[src/rtl/mux16_rr_scheduler_pkg.sv]
// mux16_rr_scheduler_pkg: shared sizes, FSM state encoding and round-robin pick function
package mux16_rr_scheduler_pkg;
  localparam int N = 16;
  localparam int SEL_W = 4;

  typedef enum logic [1:0] {IDLE = 2'b00, SELECT = 2'b01, HOLD = 2'b10} state_t;

  // First set request at or after ptr, wrapping through natural 4-bit overflow
  function automatic logic [SEL_W-1:0] rr_pick(input logic [N-1:0] req, input logic [SEL_W-1:0] ptr);
    logic [SEL_W-1:0] idx;
    logic found;
    rr_pick = ptr;
    found = 1'b0;
    for (int k = 0; k < N; k++) begin
      idx = ptr + SEL_W'(k);
      if (!found && req[idx]) begin
        rr_pick = idx;
        found = 1'b1;
      end
    end
  endfunction
endpackage

[src/rtl/mux16_rr_scheduler_mux.sv]
// mux16_rr_scheduler_mux: 16:1 single-bit mux built as a tree of 2:1 stages
module mux16_rr_scheduler_mux (
  input  logic [15:0] d_i,
  input  logic [3:0]  s_i,
  output logic        y_o
);
  logic [7:0] l1;
  logic [3:0] l2;
  logic [1:0] l3;
  for (genvar i = 0; i < 8; i++) assign l1[i] = s_i[0] ? d_i[2*i+1] : d_i[2*i];
  for (genvar i = 0; i < 4; i++) assign l2[i] = s_i[1] ? l1[2*i+1] : l1[2*i];
  for (genvar i = 0; i < 2; i++) assign l3[i] = s_i[2] ? l2[2*i+1] : l2[2*i];
  assign y_o = s_i[3] ? l3[1] : l3[0];
endmodule

[src/rtl/mux16_rr_scheduler.sv]
// mux16_rr_scheduler: round-robin arbiter sharing one 16:1 mux, output on a valid/ready handshake
module mux16_rr_scheduler
  import mux16_rr_scheduler_pkg::*;
(
  input  logic             clk,
  input  logic             rst_n,
  input  logic [N-1:0]     req_i,
  input  logic [N-1:0]     din_i,
  input  logic             out_ready_i,
  output logic [SEL_W-1:0] sel_o,
  output logic [N-1:0]     grant_o,
  output logic             out_data_o,
  output logic             out_valid_o,
  output logic [N-1:0]     ack_o,
  output logic             busy_o
);
  state_t           state_q;
  logic [SEL_W-1:0] sel_q, ptr_q, pick_d;
  logic [N-1:0]     grant_q, ack_q;
  logic             out_data_q, out_valid_q, mux_y;

  assign pick_d = rr_pick(req_i, ptr_q);

  mux16_rr_scheduler_mux u_mux (
    .d_i(din_i),
    .s_i(sel_q),
    .y_o(mux_y)
  );

  // Unused encoding 2'b11 falls into the default arm and behaves as IDLE
  always_ff @(posedge clk or negedge rst_n) begin
    if (!rst_n) begin
      state_q     <= IDLE;
      sel_q       <= '0;
      ptr_q       <= '0;
      grant_q     <= '0;
      ack_q       <= '0;
      out_data_q  <= 1'b0;
      out_valid_q <= 1'b0;
    end else begin
      ack_q <= '0;
      case (state_q)
        SELECT: begin
          out_data_q  <= mux_y;
          out_valid_q <= 1'b1;
          state_q     <= HOLD;
        end
        HOLD: if (out_ready_i) begin
          out_valid_q <= 1'b0;
          grant_q     <= '0;
          ack_q       <= grant_q;
          ptr_q       <= sel_q + 1'b1;
          state_q     <= IDLE;
        end
        default: if (|req_i) begin
          sel_q   <= pick_d;
          grant_q <= N'(1) << pick_d;
          state_q <= SELECT;
        end
      endcase
    end
  end

  assign sel_o       = sel_q;
  assign grant_o     = grant_q;
  assign ack_o       = ack_q;
  assign out_data_o  = out_data_q;
  assign out_valid_o = out_valid_q;
  assign busy_o      = (state_q == SELECT) || (state_q == HOLD);
endmodule

[config.mk]
export PLATFORM = sky130hd
export DESIGN_NAME = mux16_rr_scheduler
export DESIGN_NICKNAME = d
export VERILOG_FILES = /design/src/rtl/mux16_rr_scheduler_pkg.sv /design/src/rtl/mux16_rr_scheduler_mux.sv /design/src/rtl/mux16_rr_scheduler.sv
export SDC_FILE = /design/constraint.sdc
export NUM_CORES = 1
export LEC_CHECK = 0
export BUFFER_PORTS_ARGS = -buffer_cell sky130_fd_sc_hd__buf_2
export CAP_MARGIN = 30
export CELL_PAD_IN_SITES_DETAIL_PLACEMENT = 1
export CELL_PAD_IN_SITES_GLOBAL_PLACEMENT = 1
export CORE_MARGIN = 1
export CORE_UTILIZATION = 34
export DETAILED_ROUTE_END_ITERATION = 12
export GPL_TIMING_DRIVEN = 0
export HOLD_SLACK_MARGIN = 0.12
export PLACE_DENSITY = 0.72
export SYNTH_ARGS = -nofsm -noshare
export SYNTH_HDL_FRONTEND = slang
export SYNTH_SLANG_ARGS = --single-unit
[constraint.sdc]
create_clock -name clk -period 6.65 [get_ports clk]
set_input_delay 0.3325 -clock clk [delete_from_list [all_inputs] [get_ports clk]]
set_output_delay 0.3325 -clock clk [all_outputs]
set_load 0.01 [all_outputs]
== After elaboration in Yosys (flattened, before gate mapping) ==
Cells that the tools add are included.

* Bits in registers: 44
* Input port bits: 35
* Output and inout bits: 39
* Word-level logic and storage cells: 173

* Add/subtract/negate cells: 16
* Order comparisons: 16
* Eq/ne operators: 3
* Shift operators: 1
* Multiplexer cells: 87
* Bitwise operators: 2
* Reductions and logical operators: 41

{| class="wikitable"
|+ Operator list
! kind !! count
|-
| $lt A4 B5 Y1 const B || 16
|-
| $bmux W1 S4 || 16
|-
| $mux W16 || 4
|-
| $mux W4 || 15
|-
| $mux W1 || 47
|-
| $add A4 B4 Y4 const B || 8
|-
| $pmux W16 S2 || 1
|-
| $add A4 B3 Y4 const B || 4
|-
| $reduce_or A16 Y1 || 1
|-
| $shl A1 B4 Y16 const A || 1
|-
| $logic_and A1 B1 Y1 || 15
|-
| $logic_not A1 Y1 || 15
|-
| $add A4 B1 Y4 const B || 2
|-
| $add A4 B2 Y4 const B || 2
|-
| $reduce_and A2 Y1 || 4
|-
| $mux W2 || 2
|-
| $pmux W2 S2 || 1
|-
| $reduce_bool A2 Y1 || 2
|-
| $reduce_and A3 Y1 || 1
|-
| $reduce_bool A3 Y1 || 1
|-
| $eq A2 B1 Y1 const B || 1
|-
| $eq A2 B2 Y1 const B || 1
|-
| $ne A2 B2 Y1 const B || 1
|-
| $not A1 Y1 || 2
|-
| other kinds (3) || 3
|}

== Depth between registers and ports, before layout ==
Gate-level depths: netlist of the first run.

* Depth in word-level cells: 51
* Mapped depth: 18
* Gate-level depth less buffers: 12

== Modules after synthesis ==
From an unflattened synthesis of the first run, not the netlist that was laid out.

* Cells, all modules: 424
* Area total of the unflattened synthesis: 4455.5 µm²

{| class="wikitable"
|+ By module, submodules not included
! module !! times used !! cells an instance !! area an instance (µm²) !! seq. area each (µm²)
|-
| mux16_rr_scheduler || 1 || 417 || 4320.4 || 1101.1
|-
| mux16_rr_scheduler_mux || 1 || 7 || 135.1 || 0.0
|}

== Worst setup path before layout of the first run ==
OpenSTA, ideal clock, no wires.

* Path type: register to register
* From: register ptr_q[1]
* To: register grant_q[14] (netlist: grant_o[14])
* Library setup time: 96 ps
* Arrival: 4732 ps
* Required time: 6554 ps
* Setup slack: 1822 ps
* Stages on the path, launching flop included: 17
* Buffers on the path: 5
* Clock period less this slack: 4828 ps
* Cell sequence: dfrtp_1 buf_6 buf_8 clkbuf_1 inv_1 ha_1 buf_2 mux4_2 mux4_2 or2_1 or4_4 nor3b_4 nor4_1 o21a_1 or4b_4 buf_6 o31ai_1

* Longest elaborated chain between the ends: 51
* Elaborated cells on any way between the ends: 110
* Those cells by class: add/sub: 15; shift: 1; mux: 64; reduce/logical: 30

{| class="wikitable"
|+ RTL lines
! element !! RTL line !! RTL
|-
| start, declared || mux16_rr_scheduler.sv:18 || <nowiki>logic [SEL_W-1:0] sel_q, ptr_q, pick_d;</nowiki>
|-
| start signal, assigned || mux16_rr_scheduler.sv:52 || <nowiki>ptr_q <= sel_q + 1'b1;</nowiki>
|-
| branches (longest 47 deep; another with $add A4 B1 Y4) || -- ||
|-
| $mux W4 * || mux16_rr_scheduler_pkg.sv:16 || <nowiki>if (!found && req[idx]) begin</nowiki>
|-
| $shl A1 B4 Y16 * || mux16_rr_scheduler.sv:57 || <nowiki>grant_q <= N'(1) << pick_d;</nowiki>
|-
| $mux W16 * || mux16_rr_scheduler.sv:55 || <nowiki>default: if (|req_i) begin</nowiki>
|-
| $pmux W16 S2 * || mux16_rr_scheduler.sv:42 || <nowiki>case (state_q)</nowiki>
|-
| end signal, assigned || mux16_rr_scheduler.sv:57 ||
|-
| end, declared || mux16_rr_scheduler.sv:19 || <nowiki>logic [N-1:0] grant_q, ack_q;</nowiki>
|}

Every way passes the cells marked *. The select of a mux whose other input is x is not followed.
A chain may end at the register's enable or synchronous reset.

== Final worst setup path of the first run ==
* From: register ptr_q[1]
* To: register grant_q[9] (netlist: grant_o[9])

Same word-level chain as after synthesis.

==> results of run 1 <==
metal layers:
| metal | wire length, um | share of wire |
|---|---|---|
| met5 | 0 | 0 |
| met1 | 6190 | 0.43 |
| met4 | 365 | 0.026 |
| met3 | 519 | 0.036 |
| met2 | 7170 | 0.50 |
placed cells by master, fill, tap and decap left out, types with 5 or more instances in the layout:
| master | count |
|---|---|
| or3_1 | 6 |
| o21ai_0 | 27 |
| ha_1 | 10 |
| mux2i_1 | 22 |
| nand3_1 | 9 |
| clkbuf_1 | 16 |
| nand2_1 | 42 |
| a31oi_1 | 5 |
| dfrtp_1 | 44 |
| a21oi_1 | 15 |
| xnor2_1 | 12 |
| a211oi_1 | 7 |
| or2_2 | 5 |
| o31ai_1 | 17 |
| and3_1 | 19 |
| nor4_1 | 6 |
| nor2_1 | 14 |
| o211ai_1 | 5 |
| clkbuf_16 | 5 |
| inv_1 | 15 |
| mux4_2 | 26 |
| o22ai_1 | 5 |
| mux2_2 | 23 |
| buf_2 | 79 |
| nor3_1 | 16 |
critical path, stage by stage, from the launching register on:
cell,delay (ps)
dfrtp_1,460
buf_6,200
buf_8,160
clkbuf_1,450
inv_1,310
ha_1,360
buf_2,300
mux4_2,620
mux2_2,340
mux2i_2,320
nand3_1,210
clkbuf_1,280
or2_2,390
a311oi_1,410
o2111ai_1,250
a21oi_1,330
o21ai_0,270
o31ai_1,330
registers in the layout, summed over array words and instances, names as in the netlist:
signal,count
sel_o,4
ptr_q,4
state_q,2
grant_o,16
ack_o,16
out_valid_o,1
out_data_o,1
worst paths after layout:
path                            slack, ps    endpoint  cells after the start   startpoint
worst max register to register        560  grant_o[9]                     17     ptr_q[1]
worst min register to register        510  grant_o[0]                      2   grant_o[0]
max in group asynchronous            5710  grant_o[3]                      3        rst_n
worst min-delay path                  410    ack_o[5]                      2  out_ready_i
min in group asynchronous             470    ptr_q[3]                      2        rst_n
worst max-delay path                  560  grant_o[9]                     17     ptr_q[1]
cells by family (layout without fill, tap and decap cells):
logic type	after synthesis	count (layout)	synth area share
mux	77	77	0.277
compound gates	112	112	0.176
simple gates	142	142	0.181
xor+xnor	17	17	0.0361
buf+inv	41	126	0.0465
flops	44	44	0.254
fa+ha+maj	10	10	0.0289
stage by stage:
step | setup WS (ps) | hold slack [ps] | util | std cells | area (um2)
global route | 216 | 425 | 0.420 | 696 | 5120
floorplan | 1820 | 36.9 | - | 443 | 4330
finish | 562 | 413 | 0.420 | 696 | 5120
CTS | 607 | 244 | 0.417 | 694 | 5090
global placement | 494 | 493 | 0.402 | 684 | 4910
detailed placement | 666 | 495 | 0.403 | 686 | 4920
final cells by class:
class	count	share of cell area
plain buffers	25	0.0274
clock buffers	6	0.0271
clock inverters	2	0.00757
inverters	16	0.0120
multi-input cells	358	0.591
flip-flops and latches	44	0.215
well taps	168	0.0410
repair buffers	77	0.0791
==> results.txt, run 1 <==
- Outcome: finished clean
- Setup repair after global routing left no endpoint under its margin.
- TritonCTS built the clock tree.
- Yosys instantiated no cell more often than dfrtp_1.
- After the first detailed-routing iteration, the DRC count stood at roughly 250.
- The first global-routing pass estimated approximately 23,000 um of wire.
- Width of the chip: 115 um
* Most instantiated cells after synthesis: 44 x dfrtp_1, 42 x nand2_1, 27 x o21ai_0, 26 x mux4_2, 23 x mux2_2
- Dominant synthesized flop cell: dfrtp_1
- Detailed placer's ending HPWL: about 11,000 um
- Num CTS Buffers: 5
- In this run the standard cell core region covers 12,200 um2.
- Count of standard-cell rows: 40
- Minimum clock period: 6090 ps
- The detail route stage leaves a number of antenna-violating nets equal to 0.
- Clock tree synthesis found a total of 44 sinks.
* Synth unique cells: 67
- Final nets: 572
* Pin count of the biggest net entering global routing: 45
- Final setup violating endpoints: 0
- Post-Synthesis Cell Area: 4330 um2
- Dominant cells by area after synthesis: dfrtp_1 25%, mux4_2 14%, mux2_2 6.0%
* Max-cap viol count: 0
* Via count of the first global-routing pass: 4,100
* Total area of multi-input combinational cells: 3030 um2
* Post-synthesis async set-or-reset flop share: 1.00
* Overall Global Routing Usage: 0.222
- For met2 alone, demand over resource in global routing was 0.383.
* Post-synthesis sequential area ratio: 0.254
* Worst clock skew: a little over 9 ps
- Number of hold-repair buffers added at the cts stage: 0
- In the global route stage, met1 resource usage came out at 0.288.
- Data on the critical path arrives at its endpoint at 6260 ps.
* Global route hottest layer: met2
- Worst hold path type: in2reg
- Antenna Diode Count: 0
- When the netlist entered floorplanning its net count stood at 488.
* Maximum buffer depth of the clock tree: 2
- Via count: around 4,000
* Fraction of layout cells with a size suffix above 1: 0.301
- For the worst-skew pair, the clock arrives at the later sink with an insertion delay of 280 ps.
- Relative slew slack: 0.446
* Routed length per placed instance: 20.5 um
- Avg Cell Area, Syn: slightly below 10 um2
- Count of state elements after synthesis: between 40 and 50
- Clock tree synthesis selected as its root buffer the cell clkbuf_16.
* Residual DRC: 0
* TNS Setup: 0 ps
- Met3 Track Usage GR: 0.0258
- Dividing the detail-routed via count by the number of cells gives between 5 and 6.
- STA classifies the critical path startpoint as a register.
- For this block, the routed nets add up to 14,200 um of wire.
- The first TritonRoute pass finished after 4 iterations.
- Of the post-synthesis cell area, the dominant cell type holds 0.254.
* Layout overhead on the synthesized area: 18.3%
- The final max-slew violation count was 0.
- Count of H-tree levels built during CTS: 2
* Yosys warning count: 0
- The hold violation total from the final report was 0.
- Aggregate global routing overflow: 0
- Die area: roughly 13,000 um2
- At the worst endpoint, the required time is 6830 ps.
* Nature of the critical path endpoint: register
* Initial antenna violation count: 0
- Pin placement for this block handled 74 I/O pins.
* Port bufs: 73
* Synth Instances: 443
- EDFF count, synth: 0
- Chip Height: ~110 um
- Fill cells in the final layout number roughly 1,500.
- Total setup buffers inserted after CTS: 0
- GP Congestion: 0.914
* Clock slew at reported path FFs: roughly 60 ps
- By startpoint and endpoint, the worst setup path is classified as reg2reg.
* Max Freq: approximately 160 MHz
* Sequential cell area: around 1100 um2
- Initial core utilization: 0.355
- Once the clock tree was built, the resizer swapped 0 gates to a different size.
* Top fanout value on the critical path: 10
- Final worst-path cycle share: 0.915
- At the pin with the least slew margin, the transition time is 825 ps.
* Largest area contributor in the netlist: dfrtp_1
Power of run 1 is left out: the tool's default activity adds up to more than one toggle a clock period on the data nets, which glitch-free logic cannot reach.
==> run 2, diff against run 1 <==
PLACE_DENSITY = 0.71   (was 0.72)
SYNTH_HIERARCHICAL = 1   (was unset)
==> run 2 against run 1 <==
Area after synthesis is 2.9% higher. Synthesized cell count is 4.3% lower. Flip-flop and latch count stayed put. Routed wire length is 2.9% higher. Critical path type unchanged. Clock skew is 1.8 ps lower. Critical endpoint is now grant_o[8]. First-iteration DRC count stayed put. Non-clock buffer count is 4 lower.
==> results.txt, run 2 <==
- Outcome: finished clean (unchanged)
* Post-layout utilization of the core: 0.411 (was 0.420)
- The largest stage delay on the critical path came to 600 ps (was 620 ps).
* Required time reported for the critical path endpoint: 6860 ps (was 6830 ps)
- Type of origin of the critical path: register (unchanged)
- Worst clock skew: 7.34 ps (was 9.18 ps)
- Chain of cells forming the critical path: buf_6 > buf_6 > clkinv_1 > ha_1 > buf_2 > mux4_2 > mux2_2 > mux2_2 > nor4_2 > a31oi_1 > nor3_2 > nor4b_4 > xnor2_1 > or3_1 > o21ai_1 (was buf_6 > buf_8 > clkbuf_1 > inv_1 > ha_1 > buf_2 > mux4_2 > mux2_2 > mux2i_2 > nand3_1 > clkbuf_1 > or2_2 > a311oi_1 > o2111ai_1 > a21oi_1 > o21ai_0 > o31ai_1)
- Pin count of the biggest net entering global routing: 45 (unchanged)
* DRC violation total after the first TritonRoute iteration: 247 (unchanged)
- The cell family with the largest share of critical-path delay is simple AND/OR/NAND/NOR gates (was buffers and inverters).
- Final nets: 550 (was 572)
- The post-synthesis share of cell area spent on full adders, half adders and majority gates is 0.0281 (was 0.0289).
- Path type of the worst setup path: reg2reg (unchanged)
* Post-synthesis async set-or-reset flop share: 1.00 (unchanged)
- The net count of the mapped netlist was 469 (was 488).
* Pin slew with the least headroom to its limit: 723 ps (was 825 ps)
- Combined buffer and inverter count along the critical path: 4 (was 6)
* TritonCTS clock tree: done (unchanged)
- Residual DRC: 0 (unchanged)
- Via density per instance: 6.08 (was 5.83)
* Total setup buffers inserted after CTS: 0 (unchanged)
* Max Freq: 185 MHz (was 164 MHz)
- Final worst-path cycle share: 0.815 (was 0.915)
- The routed wirelength normalized by instance count was 21.6 um (was 20.5 um).
- Dominant synthesized flop cell: dfrtp_1 (unchanged)
- Final setup violating endpoints: 0 (unchanged)
* Die area: 13,600 um2 (was 13,200 um2)
* Area inside the core boundary: 12,700 um2 (was 12,200 um2)
* Clock slew at reported path FFs: 70 ps (was 60 ps)
- Antenna Diode Count: 0 (unchanged)
- Yosys warning count: 6 (was 0)
* Chip Height: 116 um (was 115 um)
- The most frequently used cell type in the post-synthesis netlist was dfrtp_1 (unchanged).
* Overall Global Routing Usage: 0.219 (was 0.222)
- The effective utilization at floorplan came to 0.350 (was 0.355).
- Most common cell after layout, fill and taps aside: buf_2 (unchanged)
- Number of cells in the finished layout apart from fillers: 678 (was 696)
* Global-route wire length before repair: 22,700 um (was 22,800 um)
- The final max-slew violation count was 0 (unchanged).
- The fill cell instance count of the final layout is 1,475 (was 1,469).
- Number of hold-repair buffers added at the cts stage: 0 (unchanged)
- The hold violation total from the final report was 0 (unchanged).
- The number of I/O port buffers came to 72 (was 73).
* Width of the chip: 116 um (was 115 um)
* Number of nets with antenna violations after routing: 0 (unchanged)
* EDFF count, synth: 0 (unchanged)
- The number of buffers on the longest clock path was 2 (unchanged).
* Resized cells post-CTS: 0 (unchanged)
* Detailed placer's ending HPWL: 11,400 um (was 11,500 um)
- Max-cap viol count: 0 (unchanged)
- The first-pass iteration count of the detailed router came to 5 (was 4).
- Basic-gate share of the synthesized area counting and, or, nand and nor cells: 0.172 (was 0.181)
- The clock period minus worst slack was 5420 ps (was 6090 ps).
- The number of distinct library cell variants in the gate-level netlist after synthesis was 79 (was 67).
- The leading area contributor after synthesis is dfrtp_1 (unchanged).
* Worst hold path type: in2async (was in2reg)
* Initial antenna violation count: 0 (unchanged)
- Clock latency on the worst-skew pair: 290 ps (was 280 ps)
* TNS Setup: 0 ps (unchanged)
- Compound-cell area share of the yosys netlist: 0.165 (was 0.176)
* Cell count after placement: 668 (was 686)
- The worst-path maximum fanout came to 11 (was 10).
- Via count of the first global-routing pass: 4,182 (was 4,100)
- The count of clock tree sinks is 44 (unchanged).
- The synthesized area per cell is 10.5 um2 (was 9.78 um2).
* Nature of the critical path endpoint: register (unchanged)
- The number of levels in the clock H-tree is 2 (unchanged).
* Root cell of the clock tree: clkbuf_16 (unchanged)
* Layout overhead on the synthesized area: 17.4% (was 18.3%)
- The number of buffers added by the clock tree synthesis step came to 5 (unchanged).
- Post-synthesis sequential area ratio: 0.247 (was 0.254)
- Count of standard-cell rows: 41 (was 40)
- Post-detailed-routing wire length: 14,700 um (was 14,200 um)
- Post-Synthesis Cell Area: 4460 um2 (was 4330 um2)
* Top library cells by usage in the layout, fill and taps aside: 77 x buf_2, 44 x dfrtp_1, 37 x nand2_1 (was 79 x buf_2, 44 x dfrtp_1, 42 x nand2_1)
- Top Ports: 74 (unchanged)
* Relative slew slack: 0.504 (was 0.446)
* Multiplexer fraction of the synthesized cell area: 0.307 (was 0.277)
* Via count: 4,123 (was 4,061)
- The XOR/XNOR share of the synthesized area is 0.0326 (was 0.0361).
- Count of state elements after synthesis: 44 (unchanged)
* Worst path arrival time: 5630 ps (was 6260 ps)
* Fraction of layout cells with a size suffix above 1: 0.328 (was 0.301)
* Most instantiated cells after synthesis: 44 x dfrtp_1, 37 x nand2_1, 32 x mux4_2, 24 x mux2i_1, 21 x nor2_1 (was 44 x dfrtp_1, 42 x nand2_1, 27 x o21ai_0, 26 x mux4_2, 23 x mux2_2)
- The combinational family with the most area after synthesis is multiplexers (unchanged).
- The critical-path cell with the highest stage delay is dfrtp_1 (was mux4_2).
* GP Congestion: 0.903 (was 0.914)
* Fraction of post-synthesis cell area in the top cell type by area: 0.247 (was 0.254)
- Dominant cells by area after synthesis: dfrtp_1 25%, mux4_2 16%, mux2i_1 5.4% (was dfrtp_1 25%, mux4_2 14%, mux2_2 6.0%)
- The leftover overflow at the end of global routing came to 0 (unchanged).
* Synth Instances: 424 (was 443)
- RSZ-0062 raised after global routing: no (unchanged).
[run 2: cell count changes in the layout (fill, tap and decap cells not counted), sizes merged, moves of 4 or more]
cell / before / now
mux2: 24 / 15
nand2: 43 / 37
nor3: 16 / 12
or2: 7 / 1
a22o: 3 / 9
or3: 6 / 2
xnor2: 13 / 8
mux2i: 23 / 29
mux4: 30 / 37
clkbuf: 22 / 15
nor2: 14 / 21
o31ai: 18 / 1
a21oi: 15 / 10
[run 2: layer usage]
| metal | vias up | track usage | part of all wire |
|---|---|---|---|
| li1 | 1839 | - | - |
| met1 | 2097 | 0.269 | 0.40 |
| met2 | 171 | 0.410 | 0.52 |
| met3 | 16 | 0.0249 | 0.068 |
| met4 | 0 | 0.0436 | 0.012 |
| met5 | - | 0 | 0 |
[run 2: layout make-up]
class	instances	area [um2]	share of cell area
sequential	44	1100	0.210
clock buffer	5	125	0.0239
inverter	15	56.3	0.0108
timing repair buffer	74	390	0.0746
clock inverter	3	46.3	0.00885
multi-input combinational	341	3140	0.600
tap	172	215	0.0411
buffer	24	156	0.0299
[run 2: worst paths after layout]
kind,start,to,slack (ps),cells after the start
worst max-delay path,ptr_q[1],grant_o[8],1230,15
worst min-delay path,rst_n,ack_o[1],370,2
worst max register to register,ptr_q[1],grant_o[8],1230,15
worst min register to register,out_data_o,out_data_o,510,1
max in group asynchronous,rst_n,ptr_q[1],5870,3
min in group clk,out_ready_i,ack_o[15],460,2
[run 2: through the flow]
stage               instance area [um2]  hold WS, ps  worst slack (ps)
global placement                   5030          494              1310
CTS                                5200          240              1180
finish                             5230          372              1230
floorplan                          4460         36.9              2220
detailed placement                 5030          502              1250
global route                       5230          402               851
[run 2: cell families (layout without fill, tap and decap cells)]
group | Yosys count | after routing
fa+ha+maj | 10 | 10
flops | 44 | 44
compound gates | 102 | 102
xor+xnor | 14 | 14
buf+inv | 39 | 121
mux | 81 | 81
simple gates | 134 | 134
Power of run 2 is left out for the same reason.
